### config.mk
export PLATFORM = sky130hd
export DESIGN_NAME = fetch_sequencer
export DESIGN_NICKNAME = d
export VERILOG_FILES = /design/src/rtl/fetch_sequencer.sv
export SDC_FILE = /design/constraint.sdc
export NUM_CORES = 1
export LEC_CHECK = 0
export BUFFER_PORTS_ARGS = -buffer_cell sky130_fd_sc_hd__buf_2
export CAP_MARGIN = 20
export CELL_PAD_IN_SITES_DETAIL_PLACEMENT = 1
export CELL_PAD_IN_SITES_GLOBAL_PLACEMENT = 2
export CORE_MARGIN = 2
export CORE_UTILIZATION = 32
export CTS_BUF_LIST = sky130_fd_sc_hd__clkbuf_8
export DETAILED_ROUTE_END_ITERATION = 16
export PLACE_DENSITY = 0.93
export SLEW_MARGIN = 30
export SYNTH_ARGS = -nofsm -noshare
export SYNTH_HDL_FRONTEND = slang
export SYNTH_SLANG_ARGS = --single-unit
### constraint.sdc
create_clock -name clk -period 2.5 [get_ports clk]
set_input_delay 0.125 -clock clk [delete_from_list [all_inputs] [get_ports clk]]
set_output_delay 0.125 -clock clk [all_outputs]
set_load 0.05 [all_outputs]
### src/rtl/fetch_sequencer.sv
// -----------------------------------------------------------------------------
// fetch_sequencer
//   Program-counter sequencer sitting in front of a combinational instruction
//   memory. It drives the memory byte address from the pc register and registers
//   each returned word into a one-entry output slot. Decode reads the slot over a
//   valid/ready handshake. Branch redirects from execute replace the pc, and
//   fetching stops once pc runs past the end of the loaded program.
//
// Ports
//   clk, rst_n     clock and asynchronous active-low reset
//   start          1-cycle pulse, honoured in IDLE or DONE
//   imem_addr      byte address to instruction memory (the pc register)
//   imem_data      instruction word at imem_addr (combinational return)
//   instr          registered instruction word in the output slot
//   instr_pc       byte address of instr
//   instr_valid    output slot holds an instruction
//   instr_ready    decode accepts instr this cycle
//   branch_taken   redirect request (looked at in RUN/DRAIN only)
//   branch_target  redirect byte address, low two bits ignored
//   halted         program finished (state DONE)
//   fetch_count    completed transfers, wraps modulo 2^CNT_W
// -----------------------------------------------------------------------------
module fetch_sequencer #(
    parameter int unsigned NUM_INSTR = 13,
    parameter logic [31:0] RESET_PC  = 32'h0000_0000,
    parameter int unsigned CNT_W     = 16
) (
    input  logic             clk,
    input  logic             rst_n,
    input  logic             start,
    output logic [31:0]      imem_addr,
    input  logic [31:0]      imem_data,
    output logic [31:0]      instr,
    output logic [31:0]      instr_pc,
    output logic             instr_valid,
    input  logic             instr_ready,
    input  logic             branch_taken,
    input  logic [31:0]      branch_target,
    output logic             halted,
    output logic [CNT_W-1:0] fetch_count
);

    localparam logic [31:0] END_ADDR = 32'(NUM_INSTR * 4);

    typedef enum logic [1:0] {
        IDLE  = 2'd0,
        RUN   = 2'd1,
        DRAIN = 2'd2,
        DONE  = 2'd3
    } fetchState_e;

    fetchState_e state;

    logic [31:0] alignedTarget;
    logic        targetInRange;
    logic        pcAtEnd;
    logic        slotFree;
    logic        transfer;

    // Decode helpers shared by the RUN and DRAIN branches of the sequencer.
    always_comb begin
        alignedTarget = {branch_target[31:2], 2'b00};
        targetInRange = (alignedTarget < END_ADDR);
        pcAtEnd       = (imem_addr >= END_ADDR);
        slotFree      = !instr_valid || instr_ready;
        // A redirect kills the held word, so it never counts as a transfer.
        transfer      = instr_valid && instr_ready && !branch_taken &&
                        ((state == RUN) || (state == DRAIN));
    end

    // Sequencer state, pc and the registered output slot.
    always_ff @(posedge clk or negedge rst_n) begin
        if (!rst_n) begin
            state       <= IDLE;
            imem_addr   <= RESET_PC;
            instr       <= 32'h0000_0000;
            instr_pc    <= 32'h0000_0000;
            instr_valid <= 1'b0;
            halted      <= 1'b0;
            fetch_count <= {CNT_W{1'b0}};
        end else begin
            if (transfer) begin
                fetch_count <= fetch_count + {{(CNT_W-1){1'b0}}, 1'b1};
            end

            case (state)
                IDLE: begin
                    if (start) begin
                        state     <= RUN;
                        imem_addr <= RESET_PC;
                    end
                end

                RUN: begin
                    if (branch_taken) begin
                        instr_valid <= 1'b0;
                        imem_addr   <= alignedTarget;
                        if (!targetInRange) begin
                            state <= DRAIN;
                        end
                    end else if (pcAtEnd) begin
                        // Nothing left to capture; a word taken this cycle
                        // must not be presented a second time.
                        if (instr_ready) begin
                            instr_valid <= 1'b0;
                        end
                        state <= DRAIN;
                    end else if (slotFree) begin
                        instr       <= imem_data;
                        instr_pc    <= imem_addr;
                        instr_valid <= 1'b1;
                        imem_addr   <= imem_addr + 32'd4;
                    end
                    // Stall: pc and the slot hold their values.
                end

                DRAIN: begin
                    if (branch_taken) begin
                        instr_valid <= 1'b0;
                        if (targetInRange) begin
                            imem_addr <= alignedTarget;
                            state     <= RUN;
                        end else begin
                            state  <= DONE;
                            halted <= 1'b1;
                        end
                    end else if (slotFree) begin
                        instr_valid <= 1'b0;
                        state       <= DONE;
                        halted      <= 1'b1;
                    end
                end

                DONE: begin
                    if (start) begin
                        state       <= RUN;
                        imem_addr   <= RESET_PC;
                        halted      <= 1'b0;
                        fetch_count <= {CNT_W{1'b0}};
                    end
                end

                default: begin
                    state <= IDLE;
                end
            endcase
        end
    end

endmodule

==> impl_metrics.ini <==
[status]
status = finished clean

[floorplan]
die_h_um = 132
initial_core_util_pct = 32.9
core-area_mm2 = 0.0160
die_area_mm2 = 0.0175
row_count = 46
die_x_um = 132
io-pin-count = 183

[clocking]
cts.sinks = 112
worstSkewPairLatency_ns = 0.40
htreeDepth = 3
cts_buffers = 9
root_buffer = clkbuf_8
clock_path_buffers = 2
cts_tree = built
clkTransAtPathRegs_ns = 0.13

[cells_and_area]
final_cells = 912
layout-drive-gt1-share_pct = 36.2
final_core_util_pct = 45.4
design_area_mm2 = 0.00727
area_growth_pct = 38.0
diodes = 0
nFillCells = 1818
num-nets-final = 767

[route]
postRouteAntennaNets = 0
wl_per_cell_um = 18.8
wl_mm = 17.2
drc = 0
drtIter0Drc = 250
drt_pass1_iterations = 4
via_per_inst = 5.11
via_count = 4660

[worst_setup_path]
r2r_setup_slack_ns = 0.14
critical-path-max-stage-delay_ns = 0.47
criticalPathCategory = register to register
start_kind = register
cp_top_family = simple AND/OR/NAND/NOR gates
cp_max_fo = 11
cp.depth = 6
r2r_start = imem_addr[15]
cp-end-kind = register
critical_path_arrival_ns = 2.66
reg2reg_to = imem_addr[19]
crit_chain = nor4_1 -> nand4_1 -> o41ai_4 -> and3_4 -> buf_12 -> mux2_2
cp_slowest_cell = dfrtp_2
required_ns = 2.80
reg2reg_depth = 6
path_buf_inv = 1

[global_routing]
overflow = 0
grt_usage_pct = 19.9
antenna_found_initial = 0
grt_max_degree = 63
grt_pass1_vias = 5137
grt_pass1_wl_mm = 27.6

[placement]
placed_area_mm2 = 0.00650
numPlacedInstances = 850
place_hpwl_mm = 12.0
gp_congestion = 0.874
portBuffers = 176
dp_slack_ns = -0.0609

[sta]
fin_skew_ns = 0.0208
hold_viol = 0
tightestPinTransition_ns = 0.823
maxSlewHeadroom_pct = 45.1
finalCritPeriodShare_pct = 94.6
final_max_slew_viol_count = 0
period_needed_ns = 2.36
fin_hold_ws_ns = 0.0340
final-setup-viol-count = 0
fmax_ghz = 0.423
setup_tns_ns = 0
fin_ws_ns = 0.136

[synth]
synth_area_mm2 = 0.00527
synth_warnings = 0
avgSynthCellArea_um2 = 11.4
yosys-top-cells-area = dfrtp_1, mux2_1, nor2b_1, nand2_1, nand4_1
synth_edf_count = 0
async_flop_share_pct = 100
synth_top_area_cell = dfrtp_1
yosysMostFrequentCell = dfrtp_1
synthFlopType = dfrtp_1
synthTopCellsByCount = dfrtp_1, nand2_1, mux2_1
syn_inst = 460
yosysSeqAreaShare_pct = 53.2
synth_top_area_share_pct = 53.2
ys_ff_latch = 112
synth.distinct_cells = 59

[power]
power_mw = 8.00
p_leak_nw = 3.82
power_density_mw_per_mm2 = 1100
irDropWorstVdd_v = 0.000555

[min_path]
hold_class = input port to register
min-delay-start = branch_target[4]
worstHoldPathCells = 3
hold_path_end = imem_addr[4]

[job]
drv_cap = 0
[layout make-up]
cell class / count / area [um^2] / area share (%)
repair buffers: 244 / 1580 / 21.8
clock inverters: 7 / 95.1 / 1.31
well taps: 216 / 270 / 3.72
multi-input cells: 308 / 2330 / 32.0
flip-flops and latches: 112 / 2810 / 38.7
clock buffers: 9 / 124 / 1.70
inverters: 16 / 60.1 / 0.826
[metal layers]
| metal | vias up | wire (um) | track usage [%] |
|---|---|---|---|
| met2 | 185 | 8610 | 34.1 |
| li1 | 2103 | - | - |
| met4 | 0 | 476 | 8.30 |
| met3 | 32 | 989 | 3.54 |
| met5 | - | 0 | 0 |
| met1 | 2340 | 7070 | 24.7 |
[sequential cells by signal, summed over array words and instances (netlist names)]
register / cells
instr_valid: 1
instr: 32
imem_addr: 30
state: 2
halted: 1
fetch_count: 16
instr_pc: 30
[layout by cell type (no fill, tap or decap), drive strengths merged, types with 5 or more instances in the layout]
cell           n
nor4          12
nor2          21
nand4         19
buf          204
ha             7
nand2         41
nor2b         29
xor2          11
mux2i          9
mux2          50
dfrtp        112
clkbuf        10
dlygate4sd3   38
a21oi          5
o21ai          5
nor3           8
and3          12
nand3         10
inv           18
[power by group]
group	total, mW	internal [mW]	switching, mW
clock	1.18	0.488	0.691
sequential	2.65	2.24	0.410
combinational	4.17	1.39	2.78
total	8.00	4.12	3.88
[kinds of logic after synthesis]
family / after synthesis / share of synthesized area (%)
and+or+nand+nor: 169 / 17.4
DFF: 112 / 53.2
muxes: 59 / 12.9
AOI/OAI and AO/OA: 55 / 8.39
buffers and inverters: 43 / 3.97
xor gates and xnor gates: 14 / 2.33
adders and majority gates: 7 / 1.66
other: 1 / 0.0712
[worst reg2reg max path, delay by kind of cell, from the launching register on]
family | cells | cell delay, ns
AND/OR/NAND/NOR | 3 | 0.90
buffers and inverters | 1 | 0.16
multiplexers | 1 | 0.35
AO/OA/AOI/OAI | 1 | 0.38
flip-flops | 1 | 0.47
[worst max path at each step]
stage | end | slack (ns) | start
2_1_floorplan | imem_addr[20] | 0.007 | imem_addr[14]
3_3_place_gp | instr[14] | 0.1 | imem_addr[2]
3_5_place_dp | instr[9] | -0.06 | imem_addr[2]
4_1_cts | instr[9] | 0.04 | imem_addr[2]
5_1_grt | instr[31] | -0.01 | imem_addr[15]
6_report | imem_addr[19] | 0.14 | imem_addr[15]
[repair_timing]
| action | 4_1_cts | 5_1_grt |
|---|---|---|
| gates cloned | 1 | 1 |
| endpoints found under the hold margin | 98 | 0 |
| setup endpoints to repair | 28 | 46 |
| buffers inserted | 2 | 4 |
| gates resized for setup | 3 | 9 |
| pin swaps | 0 | 4 |
| hold buffers | 38 | 0 |
(Power assumes the default switching activity.)
